<file path="src/rtl/snake_pkg.sv">
// Shared types for the snake body path: coordinate width, packed {x,y}
// segment and the body sequencer state encoding.
package snake_pkg;
    localparam int COORD_W = 7;
    localparam int SEG_W   = 2 * COORD_W;

    typedef struct packed {
        logic [COORD_W-1:0] x;
        logic [COORD_W-1:0] y;
    } seg_t;

    typedef enum logic [2:0] {
        S_INIT, S_IDLE, S_READ, S_WAIT, S_WRITE, S_HEAD, S_DONE
    } state_t;
endpackage

</file>
<file path="src/rtl/snake_body_sequencer.sv">
// Owns the snake body RAM port: renderer reads win every cycle, and the move
// sequencer shifts the body toward the tail and writes the new head in between.
module snake_body_sequencer
    import snake_pkg::*;
#(
    parameter int SNAKE_LENGTH_BIT = 7,
    parameter int MAX_LENGTH       = 64,
    parameter int INIT_LENGTH      = 3,
    parameter int INIT_X           = 20,
    parameter int INIT_Y           = 15
) (
    input  logic                        clock_25,
    input  logic                        reset,
    input  logic                        game_tik,
    input  logic                        fruit_eaten,
    input  logic [COORD_W-1:0]          new_head_x,
    input  logic [COORD_W-1:0]          new_head_y,
    input  logic                        display_area,
    input  logic                        rd_req,
    input  logic [SNAKE_LENGTH_BIT-1:0] rd_addr,
    output logic [SEG_W-1:0]            rd_data,
    output logic                        rd_valid,
    output logic [SNAKE_LENGTH_BIT-1:0] mem_addr,
    output logic                        mem_we,
    output logic [SEG_W-1:0]            mem_wdata,
    input  logic [SEG_W-1:0]            mem_rdata,
    output logic [SNAKE_LENGTH_BIT-1:0] snake_length,
    output logic                        busy,
    output logic                        done,
    output logic                        overrun
);
    localparam logic [SNAKE_LENGTH_BIT-1:0] ONE       = SNAKE_LENGTH_BIT'(1);
    localparam logic [SNAKE_LENGTH_BIT-1:0] MAX_LEN   = SNAKE_LENGTH_BIT'(MAX_LENGTH);
    localparam logic [SNAKE_LENGTH_BIT-1:0] INIT_LEN  = SNAKE_LENGTH_BIT'(INIT_LENGTH);
    localparam logic [SNAKE_LENGTH_BIT-1:0] INIT_LAST = SNAKE_LENGTH_BIT'(INIT_LENGTH - 1);

    state_t                        state, state_nx;
    logic [SNAKE_LENGTH_BIT-1:0]   idx, init_cnt, start_idx;
    seg_t                          hold, head, init_seg;
    logic                          grow, pending, start;

    assign init_seg.x = COORD_W'(INIT_X) - COORD_W'(init_cnt);
    assign init_seg.y = COORD_W'(INIT_Y);
    assign start_idx  = grow ? snake_length : snake_length - ONE;
    assign start      = (state == S_IDLE) && pending && !display_area;
    assign rd_data    = mem_rdata;
    assign busy       = (state != S_IDLE);
    assign done       = (state == S_DONE);

    always_comb begin
        state_nx  = state;
        mem_addr  = '0;
        mem_we    = 1'b0;
        mem_wdata = '0;
        case (state)
            S_INIT:  if (!rd_req && init_cnt == INIT_LAST) state_nx = S_IDLE;
            S_IDLE:  if (start) state_nx = (start_idx == '0) ? S_HEAD : S_READ;
            S_READ:  if (!rd_req) state_nx = S_WAIT;
            S_WAIT:  state_nx = S_WRITE;
            S_WRITE: if (!rd_req) state_nx = (idx == ONE) ? S_HEAD : S_READ;
            S_HEAD:  if (!rd_req) state_nx = S_DONE;
            S_DONE:  state_nx = S_IDLE;
            default: state_nx = S_INIT;
        endcase
        // Port stays quiet while reset is held so the RAM sees no stray write.
        if (!reset) begin
            if (rd_req) begin
                mem_addr = rd_addr;
            end else begin
                case (state)
                    S_INIT:  begin mem_we = 1'b1; mem_addr = init_cnt; mem_wdata = init_seg; end
                    S_READ:  mem_addr = idx - ONE;
                    S_WRITE: begin mem_we = 1'b1; mem_addr = idx; mem_wdata = hold; end
                    S_HEAD:  begin mem_we = 1'b1; mem_wdata = head; end
                    default: ;
                endcase
            end
        end
    end

    always_ff @(posedge clock_25 or posedge reset) begin
        if (reset) begin
            state        <= S_INIT;
            init_cnt     <= '0;
            idx          <= '0;
            hold         <= '0;
            head         <= '0;
            grow         <= 1'b0;
            pending      <= 1'b0;
            snake_length <= INIT_LEN;
            rd_valid     <= 1'b0;
            overrun      <= 1'b0;
        end else begin
            state    <= state_nx;
            rd_valid <= rd_req;
            overrun  <= game_tik && (pending || state != S_IDLE);
            if (game_tik && !pending && state == S_IDLE) begin
                pending <= 1'b1;
                head    <= {new_head_x, new_head_y};
                grow    <= fruit_eaten && (snake_length < MAX_LEN);
            end else if (start) begin
                pending <= 1'b0;
                idx     <= start_idx;
            end
            if (state == S_INIT && !rd_req)
                init_cnt <= init_cnt + ONE;
            // Captured before any renderer read issued in WAIT can return.
            if (state == S_WAIT)
                hold <= mem_rdata;
            if (state == S_WRITE && !rd_req)
                idx <= idx - ONE;
            if (state == S_HEAD && !rd_req)
                snake_length <= snake_length + SNAKE_LENGTH_BIT'(grow);
        end
    end
endmodule
</file>
<file path="config.mk">
export PLATFORM = sky130hd
export DESIGN_NAME = snake_body_sequencer
export DESIGN_NICKNAME = d
export VERILOG_FILES = /design/src/rtl/snake_pkg.sv /design/src/rtl/snake_body_sequencer.sv
export SDC_FILE = /design/constraint.sdc
export NUM_CORES = 1
export LEC_CHECK = 0
export ABC_AREA = 1
export BUFFER_PORTS_ARGS = -buffer_cell sky130_fd_sc_hd__buf_2
export CORE_MARGIN = 8
export CORE_UTILIZATION = 25
export DETAILED_ROUTE_END_ITERATION = 8
export SLEW_MARGIN = 20
export SYNTH_ARGS = -nofsm -noshare
export SYNTH_HDL_FRONTEND = slang
export SYNTH_SLANG_ARGS = --single-unit
</file>
<file path="constraint.sdc">
create_clock -name clock_25 -period 2.9 [get_ports clock_25]
set_input_delay 0.58 -clock clock_25 [delete_from_list [all_inputs] [get_ports clock_25]]
set_output_delay 0.58 -clock clock_25 [all_outputs]
set_load 0.005 [all_outputs]
</file>
==> results of run 1 <==
routing by layer:
layer	share of wire [%]	up-vias	global-route usage, %
li1	-	1639	-
met1	47	1457	14.9
met2	44	88	17.7
met3	6.9	9	2.88
met4	1.6	0	3.81
met5	0	-	0
cell type report:
cell class / count / area share (%)
multi-input combinational: 335 / 40.6
sequential: 56 / 33.6
timing repair buffer: 92 / 11.6
inverter: 60 / 5.38
tap: 180 / 5.38
clock buffer: 6 / 3.08
clock inverter: 2 / 0.389
timing repair:
| action | CTS | global route |
|---|---|---|
| resized for setup | 0 | 1 |
| setup endpoints to repair | 0 | 1 |
| buffers inserted | 0 | 0 |
power by group:
group | total, µW | internal (µW) | switching, µW
Combinational | 1720 | 600 | 1120
Clock | 624 | 323 | 301
Sequential | 1420 | 1130 | 289
Total | 3760 | 2060 | 1710
cell usage after synthesis, drive strengths merged:
cell type	n	area share, %
nand2b	1	0.18
a221oi	1	0.25
clkbuf	4	0.43
dfrtp	54	39
ha	8	2.9
a211oi	1	0.21
clkinv	1	0.11
nor3	7	1.8
inv	59	6.3
a31oi	3	0.54
o21ai	24	3.4
buf	21	4.3
nand3	22	3.2
nor3b	1	0.21
xor2	18	4.5
o22ai	5	0.90
nor4	3	1.3
o221ai	3	0.75
dfstp	2	1.5
nand2	176	19
nor2	33	4.5
nand4	5	0.90
o211ai	4	0.86
a21oi	20	3.0
stage by stage:
stage	total power [µW]	hold WS, ns	std cells	setup WS, ns
2_1_floorplan	2620	0.437	476	0.724
3_3_place_gp	3140	0.454	723	0.538
3_5_place_dp	3150	0.460	723	0.527
4_1_cts	3790	0.439	731	0.195
5_1_grt	4100	0.478	731	0.0731
6_report	3760	0.419	731	0.237
how the worst max path moves through the flow:
stage / from / end / cells after the start
after floorplan: reset / grow / 2
after global placement: state[1] / mem_addr[4] / 8
after detailed placement: state[1] / mem_addr[4] / 8
after CTS: state[1] / mem_addr[4] / 8
after global routing: state[1] / mem_addr[0] / 7
final: state[1] / mem_addr[0] / 7
cells by family (layout without fill, tap and decap cells):
kind of cell	count (synthesis)	count (layout)	synth area share [%]
AOI/OAI and AO/OA	61	61	9.92
xor gates and xnor gates	18	18	4.51
adders and majority gates	8	8	2.86
buffers and inverters	85	160	11.2
DFF	56	56	40.2
and+or+nand+nor	248	248	31.3
registers in the layout (all words and copies together) (netlist names):
register      cells
grow              1
head             14
hold             14
idx               7
init_cnt          7
overrun           1
pending           1
rd_valid          1
snake_length      7
state             3
worst max-delay path: cells and delay by family (launching register included):
kind,cells,cell delay [ns]
compound gates,2,0.29
buf+inv,2,0.37
flops,1,0.48
simple gates,3,0.64
==> flow_summary.rst, run 1 <==
.. list-table::
   :header-rows: 1

   * - Metric
     - Value
   * - Run status
     - complete, no violations
   * - Wire per inst
     - 13.7 µm
   * - Cell area after synthesis
     - 0.00349 mm²
   * - Total nets after synthesis
     - 525
   * - Fin. max-slew vios
     - 0
   * - CP peak stage delay
     - 0.48 ns
   * - Std-Cell Core Area
     - 0.0138 mm²
   * - Largest driver fanout on the critical path
     - 9
   * - DIE HEIGHT
     - 134 µm
   * - Starting Density
     - 25.4%
   * - Number of storage elements in the synthesis netlist
     - 56
   * - Kind of end point of the critical path
     - output port
   * - Post-Place Cell Area
     - 0.00404 mm²
   * - IO buf count
     - 87
   * - CTS Buf Count
     - 5
   * - Final core utilization
     - 30.4%
   * - Number of antenna violations at the first check in global routing
     - 0
   * - Number of nets in the layout
     - 599
   * - Maximum clock rate
     - 375 MHz
   * - Worst vdd ir
     - 0.295 mV
   * - P per Cell Area
     - 899 mW/mm²
   * - Clock sink count
     - 56
   * - I/O pin count
     - 88
   * - Shortest period the worst path allows
     - 2.66 ns
   * - Routability congestion estimate
     - 0.864
   * - Final count of negative-setup-slack endpoints
     - 0
   * - Maximum clock path buffer count
     - 2
   * - Die Area
     - 0.0180 mm²
   * - End of the worst register-to-register path
     - init_cnt[5]
   * - Final cycle utilization of the critical path
     - 91.8%
   * - Kind of start point of the critical path
     - flip-flop
   * - Global route overflow
     - 0
   * - Number of endpoints with negative hold slack in the final report
     - 0
   * - Sequential cell area fraction in the yosys report
     - 40.2%
   * - Leading cell type in the layout, fill and taps excluded
     - sky130_fd_sc_hd__nand2_1
   * - Crit path DAT
     - 2.08 ns
   * - Number of diodes added for antenna fixing
     - 0
   * - Synth-to-Final Area Change
     - 19.7%
   * - Root buffer selected by CTS
     - sky130_fd_sc_hd__clkbuf_16
   * - Clock transition at path regs
     - 0.07 ns
   * - Residual antenna-violating net count after detailed routing
     - 0
   * - Share of cells above drive strength 1
     - 24.1%
   * - Number of unique standard cell types used by synthesis
     - 35
   * - First-pass GRT wire length
     - 16,500 µm
   * - Worst Hold Class
     - primary input to async pin
   * - Origin of the critical flop-to-flop path
     - state[1]
   * - Remaining routing DRC violations
     - 0
   * - Final TNS setup
     - 0 ns
   * - Slew HR
     - 62.1%
   * - Final clock skew
     - 0.00427 ns
   * - Slowest cell on the critical path
     - sky130_fd_sc_hd__dfrtp_1
   * - Vias after detailed routing
     - 3,193
   * - Post-detailed-placement half-perimeter wirelength
     - 7950 µm
   * - Average size of a mapped cell
     - 7.34 µm²
   * - Storage cell area
     - 0.00140 mm²
   * - Via count of the first global-routing pass
     - 3,241
   * - Number of warnings printed during yosys synthesis
     - 0
   * - Cell count of the worst reg-to-reg path
     - 7
   * - Top cell by count, worst path
     - sky130_fd_sc_hd__nand2_1
   * - Number of cells produced by synthesis
     - 476
   * - Clock tree from TritonCTS
     - yes
   * - R2R Setup Slk
     - 1.03 ns
   * - Pin count of the biggest net entering global routing
     - 34
   * - Cell chain of the critical path
     - nor2_2 > nand2_1 > buf_4 > o211ai_1 > nand2_1 > a21oi_1 > buf_2
   * - Filler cells
     - 1,520
   * - Overall global routing resource usage
     - 11.4%
   * - RSZ-0062 raised after global routing
     - false
   * - DR iter-0 viols
     - 199
   * - Number of cell rows
     - 43
   * - Multi-input gate area in the final layout
     - 0.00170 mm²
   * - Final Instance Area
     - 0.00418 mm²
   * - Width of the die
     - 134 µm
   * - Transition time at the pin with the least slew margin
     - 0.565 ns
   * - Critical path type
     - flip-flop to output port
   * - Count of H-tree levels built during CTS
     - 2
   * - Max-cap viol count
     - 0
   * - Required time at the endpoint of the critical path
     - 2.32 ns
   * - Leakage power
     - 0.00216 µW
   * - Post-CTS Hold Buffers
     - 0
   * - Detailed-route wire length
     - 10,000 µm
   * - Avg Vias per Cell
     - 4.37
   * - Number of search-and-repair iterations in the first detailed-routing pass
     - 4
   * - Worst-Skew Late Latency
     - 0.30 ns
   * - Top library cells by usage in the layout, fill and taps aside
     - sky130_fd_sc_hd__nand2_1 (171), sky130_fd_sc_hd__buf_2 (87), sky130_fd_sc_hd__dfrtp_1 (54)
Power figures use the tool's default switching activity.
==> run 2, diff against run 1 <==
CORE_UTILIZATION = 30   (was 25)
==> run 2 against run 1 <==
Die area shrank 15%. Largest cell class unchanged. Critical endpoint is now mem_addr[4]. Non-clock buffer count is 2 lower. Global-route usage up 1.5 points.
==> flow_summary.rst, run 2 (synthesized netlist as in run 1, its figures left out) <==
.. list-table::
   :header-rows: 1

   * - Metric
     - Value
   * - CTS Buf Count
     - 5
   * - Synth-to-Final Area Change
     - 18.0%
   * - Avg Vias per Cell
     - 4.65
   * - Vias after detailed routing
     - 3,220
   * - Number of cell rows
     - 39
   * - Worst-Skew Late Latency
     - 0.30 ns
   * - Final core utilization
     - 36.1%
   * - Leakage power
     - 0.00216 µW
   * - P per Cell Area
     - 906 mW/mm²
   * - Endpoint of the most critical setup path
     - mem_addr[4]
   * - Timing startpoint of the critical path
     - state[1]
   * - Final count of negative-setup-slack endpoints
     - 0
   * - Routability congestion estimate
     - 0.891
   * - Number of search-and-repair iterations in the first detailed-routing pass
     - 4
   * - Origin of the critical flop-to-flop path
     - state[0]
   * - Post-CTS Hold Buffers
     - 0
   * - Residual antenna-violating net count after detailed routing
     - 0
   * - Final cycle utilization of the critical path
     - 89.3%
   * - Setup bufs post-CTS
     - 0
   * - Worst Hold Class
     - primary input to async pin
   * - Post-Place Cell Area
     - 0.00398 mm²
   * - I/O pin count
     - 88
   * - Post-cts resize count
     - 0
   * - Starting Density
     - 30.6%
   * - Transition time at the pin with the least slew margin
     - 0.652 ns
   * - Kind of start point of the critical path
     - flip-flop
   * - Final TNS setup
     - 0 ns
   * - First-pass GRT wire length
     - 15,800 µm
   * - Std-Cell Core Area
     - 0.0114 mm²
   * - Post-detailed-placement half-perimeter wirelength
     - 7860 µm
   * - RSZ-0062 raised after global routing
     - false
   * - Number of diodes added for antenna fixing
     - 0
   * - Share of cells above drive strength 1
     - 23.9%
   * - Final Instance Area
     - 0.00413 mm²
   * - Slew HR
     - 56.4%
   * - Number of endpoints with negative hold slack in the final report
     - 0
   * - R2R Setup Slk
     - 0.95 ns
   * - Largest driver fanout on the critical path
     - 13
   * - Number of nets in the layout
     - 597
   * - Leading cell type in the layout, fill and taps excluded
     - sky130_fd_sc_hd__nand2_1
   * - Clock transition at path regs
     - 0.07 ns
   * - Critical path type
     - flip-flop to output port
   * - Clock sink count
     - 56
   * - Count of H-tree levels built during CTS
     - 2
   * - Remaining routing DRC violations
     - 0
   * - Die Area
     - 0.0154 mm²
   * - Max-cap viol count
     - 0
   * - Kind of end point of the critical path
     - output port
   * - Root buffer selected by CTS
     - sky130_fd_sc_hd__clkbuf_16
   * - Fin. max-slew vios
     - 0
   * - Biggest regs
     - head: 14 flops, hold: 14 flops
   * - Pin count of the biggest net entering global routing
     - 39
   * - Required time at the endpoint of the critical path
     - 2.32 ns
   * - Worst vdd ir
     - 0.297 mV
   * - Top library cells by usage in the layout, fill and taps aside
     - sky130_fd_sc_hd__nand2_1 (170), sky130_fd_sc_hd__buf_2 (87), sky130_fd_sc_hd__dfrtp_1 (54)
   * - DR iter-0 viols
     - 209
   * - Width of the die
     - 124 µm
   * - Wire per inst
     - 14.1 µm
   * - IO buf count
     - 87
   * - Via count of the first global-routing pass
     - 3,177
   * - Maximum clock path buffer count
     - 2
   * - Clock tree from TritonCTS
     - yes
   * - Overall global routing resource usage
     - 12.8%
   * - Run status
     - complete, no violations
   * - Worst Hold Margin
     - 0.367 ns
   * - DIE HEIGHT
     - 124 µm
   * - Global route overflow
     - 0
   * - Crit path DAT
     - 2.01 ns
   * - Shortest period the worst path allows
     - 2.59 ns
   * - Cell count of the worst reg-to-reg path
     - 7
   * - Final clock skew
     - 0.00618 ns
   * - Number of antenna violations at the first check in global routing
     - 0
   * - Maximum clock rate
     - 386 MHz
   * - Detailed-route wire length
     - 9760 µm
   * - End of the worst register-to-register path
     - head[12]
[run 2: layer usage]
layer,vias up,GRT usage [%],wire length [µm]
met5,-,0,0
met4,0,4.91,202
met3,12,2.90,503
met2,64,20.7,4620
met1,1507,16.5,4430
li1,1637,-,-
[run 2: how the worst min path moves through the flow]
stage / to / slack, ns / cells past startpoint
after floorplan: hold[0] / 0.44 / 2
after global placement: hold[1] / 0.45 / 2
after detailed placement: hold[1] / 0.45 / 2
after CTS: rd_valid / 0.38 / 2
after global routing: grow / 0.41 / 2
final: overrun / 0.37 / 2
[run 2: layout make-up]
cell class	count	area [µm²]
repair buffers	90	470
inverters	60	225
well taps	143	179
fillers	1239	7290
flip-flops and latches	56	1400
clock inverters	2	16.3
clock buffers	6	129
multi-input cells	335	1700
[run 2: where the power goes]
part	internal, µW	total [µW]	switching [µW]
combinational	597	1690	1090
sequential	1130	1430	301
clock	323	613	290
[run 2: stage by stage]
stage | total power, µW | instances | worst slack, ns
floorplan | 2620 | 476 | 0.724
global placement | 3100 | 684 | 0.495
detailed placement | 3140 | 684 | 0.467
CTS | 3760 | 692 | 0.140
global route | 4110 | 692 | 0.0707
finish | 3740 | 692 | 0.309
[run 2: critical path: stages (launching register included)]
cell and delay [ns]:
sky130_fd_sc_hd__dfrtp_1 0.47, sky130_fd_sc_hd__nor2_2 0.27, sky130_fd_sc_hd__nand2_2 0.24, sky130_fd_sc_hd__inv_1 0.26
sky130_fd_sc_hd__nand2_1 0.07, sky130_fd_sc_hd__nand3_1 0.09, sky130_fd_sc_hd__nand2_1 0.07, sky130_fd_sc_hd__a21oi_1 0.12
sky130_fd_sc_hd__buf_2 0.13
==> run 3, diff against run 2 <==
==> constraint.sdc (replaced) <==
create_clock -name clock_25 -period 2.9 [get_ports clock_25]
set_input_delay 0.435 -clock clock_25 [delete_from_list [all_inputs] [get_ports clock_25]]
set_output_delay 0.435 -clock clock_25 [all_outputs]
set_load 0.005 [all_outputs]
==> run 3 against run 2 <==
Critical path depth unchanged. Final area decreased by 0.24%. Global-route usage decreased by 0.22 points. Die area unchanged. Critical path type unchanged.
==> flow_summary.rst, run 3 (synthesized netlist as in run 1, its figures left out) <==
.. list-table::
   :header-rows: 1

   * - Metric
     - Value
   * - Root buffer selected by CTS
     - sky130_fd_sc_hd__clkbuf_16
   * - Clock sink count
     - 56
   * - I/O pin count
     - 88
   * - Final clock skew
     - 0.00436 ns
   * - CP peak stage delay
     - 0.45 ns
   * - Kind of end point of the critical path
     - output port
   * - Detailed-route wire length
     - 9440 µm
   * - Leakage power
     - 0.00215 µW
   * - Max-cap viol count
     - 0
   * - Via count of the first global-routing pass
     - 3,205
   * - Post-cts resize count
     - 0
   * - First-pass GRT wire length
     - 15,500 µm
   * - Maximum clock rate
     - 386 MHz
   * - Filler cells
     - 1,239
   * - Routability congestion estimate
     - 0.894
   * - Setup bufs post-CTS
     - 0
   * - Final count of negative-setup-slack endpoints
     - 0
   * - Starting Density
     - 30.6%
   * - P per Cell Area
     - 897 mW/mm²
   * - Post-Place Cell Area
     - 0.00397 mm²
   * - Die Area
     - 0.0154 mm²
   * - Kind of start point of the critical path
     - flip-flop
   * - Clock transition at path regs
     - 0.07 ns
   * - Vias after detailed routing
     - 3,147
   * - Share of cells above drive strength 1
     - 23.5%
   * - Pin count of the biggest net entering global routing
     - 39
   * - Critical path type
     - flip-flop to output port
   * - Cell chain of the critical path
     - nor2_2 > nand2_1 > inv_1 > nand2_1 > nand3_1 > nand2_1 > a21oi_1 > buf_2
   * - Post-CTS Hold Buffers
     - 0
   * - Final Instance Area
     - 0.00412 mm²
   * - Slowest cell on the critical path
     - sky130_fd_sc_hd__dfrtp_1
   * - Post-detailed-placement half-perimeter wirelength
     - 7610 µm
   * - Avg Vias per Cell
     - 4.55
   * - Wire per inst
     - 13.7 µm
   * - Fin. max-slew vios
     - 0
   * - Worst vdd ir
     - 0.279 mV
   * - Synth-to-Final Area Change
     - 17.8%
   * - Clock tree from TritonCTS
     - yes
   * - Top library cells by usage in the layout, fill and taps aside
     - sky130_fd_sc_hd__nand2_1 (171), sky130_fd_sc_hd__buf_2 (87), sky130_fd_sc_hd__dfrtp_1 (54)
   * - Post-Place Setup Slack
     - 0.637 ns
   * - DIE HEIGHT
     - 124 µm
   * - CTS Buf Count
     - 5
   * - Final cycle utilization of the critical path
     - 89.3%
   * - Final core utilization
     - 36.0%
   * - Number of cell rows
     - 39
   * - Number of search-and-repair iterations in the first detailed-routing pass
     - 4
   * - Run status
     - complete, no violations
   * - Number of buffers and inverters on the critical path
     - 2
   * - Required time at the endpoint of the critical path
     - 2.47 ns
   * - Final TNS setup
     - 0 ns
   * - Worst Hold Class
     - primary input to async pin
   * - Top cell family by delay on the critical path
     - simple AND/OR/NAND/NOR gates
   * - Worst-Skew Late Latency
     - 0.29 ns
   * - Slew HR
     - 57.4%
   * - Leading cell type in the layout, fill and taps excluded
     - sky130_fd_sc_hd__nand2_1
   * - Remaining routing DRC violations
     - 0
   * - Number of nets in the layout
     - 596
   * - Overall global routing resource usage
     - 12.6%
   * - Final Power
     - 3690 µW
   * - DR iter-0 viols
     - 167
   * - Residual antenna-violating net count after detailed routing
     - 0
   * - Global route overflow
     - 0
   * - IO buf count
     - 87
   * - Maximum clock path buffer count
     - 2
   * - Top cell by count, worst path
     - sky130_fd_sc_hd__nand2_1
   * - Count of H-tree levels built during CTS
     - 2
   * - Biggest regs
     - head: 14 flops, hold: 14 flops
   * - Std-Cell Core Area
     - 0.0114 mm²
   * - Number of endpoints with negative hold slack in the final report
     - 0
   * - Number of diodes added for antenna fixing
     - 0
   * - Crit path DAT
     - 2.16 ns
   * - Setup ws final
     - 0.310 ns
   * - RSZ-0062 raised after global routing
     - false
   * - Largest driver fanout on the critical path
     - 13
   * - Width of the die
     - 124 µm
   * - Number of antenna violations at the first check in global routing
     - 0
   * - Shortest period the worst path allows
     - 2.59 ns
   * - Transition time at the pin with the least slew margin
     - 0.637 ns
-- run 3: changes by cell type in the layout (fill, tap and decap cells not counted), sizes merged --
| cell | previous run | this run |
|---|---|---|
| buf | 90 | 89 |
-- run 3: area by class of cell --
cell class              count  area [µm²]  share of cell area (%)
multi-input cells         335        1700                    41.3
clock buffers               6         129                    3.13
repair buffers             89         463                    11.2
flip-flops and latches     56        1400                    34.1
well taps                 143         179                    4.35
inverters                  60         225                    5.47
clock inverters             2        16.3                   0.395
-- run 3: report_power, final --
group,internal (µW),switching (µW)
registers,1130,289
clock network,323,283
logic,595,1070
-- run 3: final timing paths --
check / end / slack, ns / cells past startpoint / from
max: mem_addr[4] / 0.31 / 8 / state[1]
min: rd_valid / 0.25 / 2 / reset
max reg2reg: idx[0] / 0.92 / 7 / state[1]
min reg2reg: hold[4] / 0.48 / 2 / hold[4]
max in group asynchronous: hold[9] / 2.10 / 3 / reset
min in group clock_25: head[11] / 0.33 / 3 / new_head_x[4]
-- run 3: metal layers --
| layer | up-vias | share of wire [%] | track usage, % |
|---|---|---|---|
| met5 | - | 0 | 0 |
| met4 | 0 | 1.6 | 4.24 |
| met3 | 8 | 6.0 | 2.67 |
| met2 | 74 | 48 | 20.9 |
| met1 | 1429 | 45 | 16.0 |
| li1 | 1636 | - | - |
-- run 3: metrics by stage --
step | std cells | hold WS, ns
6_report | 691 | 0.250
5_1_grt | 691 | 0.291
4_1_cts | 691 | 0.268
3_5_place_dp | 683 | 0.463
3_3_place_gp | 683 | 0.453
2_1_floorplan | 476 | 0.437
-- run 3: worst register-to-register path: cells and delay by family (launching register included) --
family | cells | cell delay [ns]
AND/OR/NAND/NOR | 5 | 1.15
flip-flops | 1 | 0.45
AO/OA/AOI/OAI | 1 | 0.18
buffers and inverters | 1 | 0.12
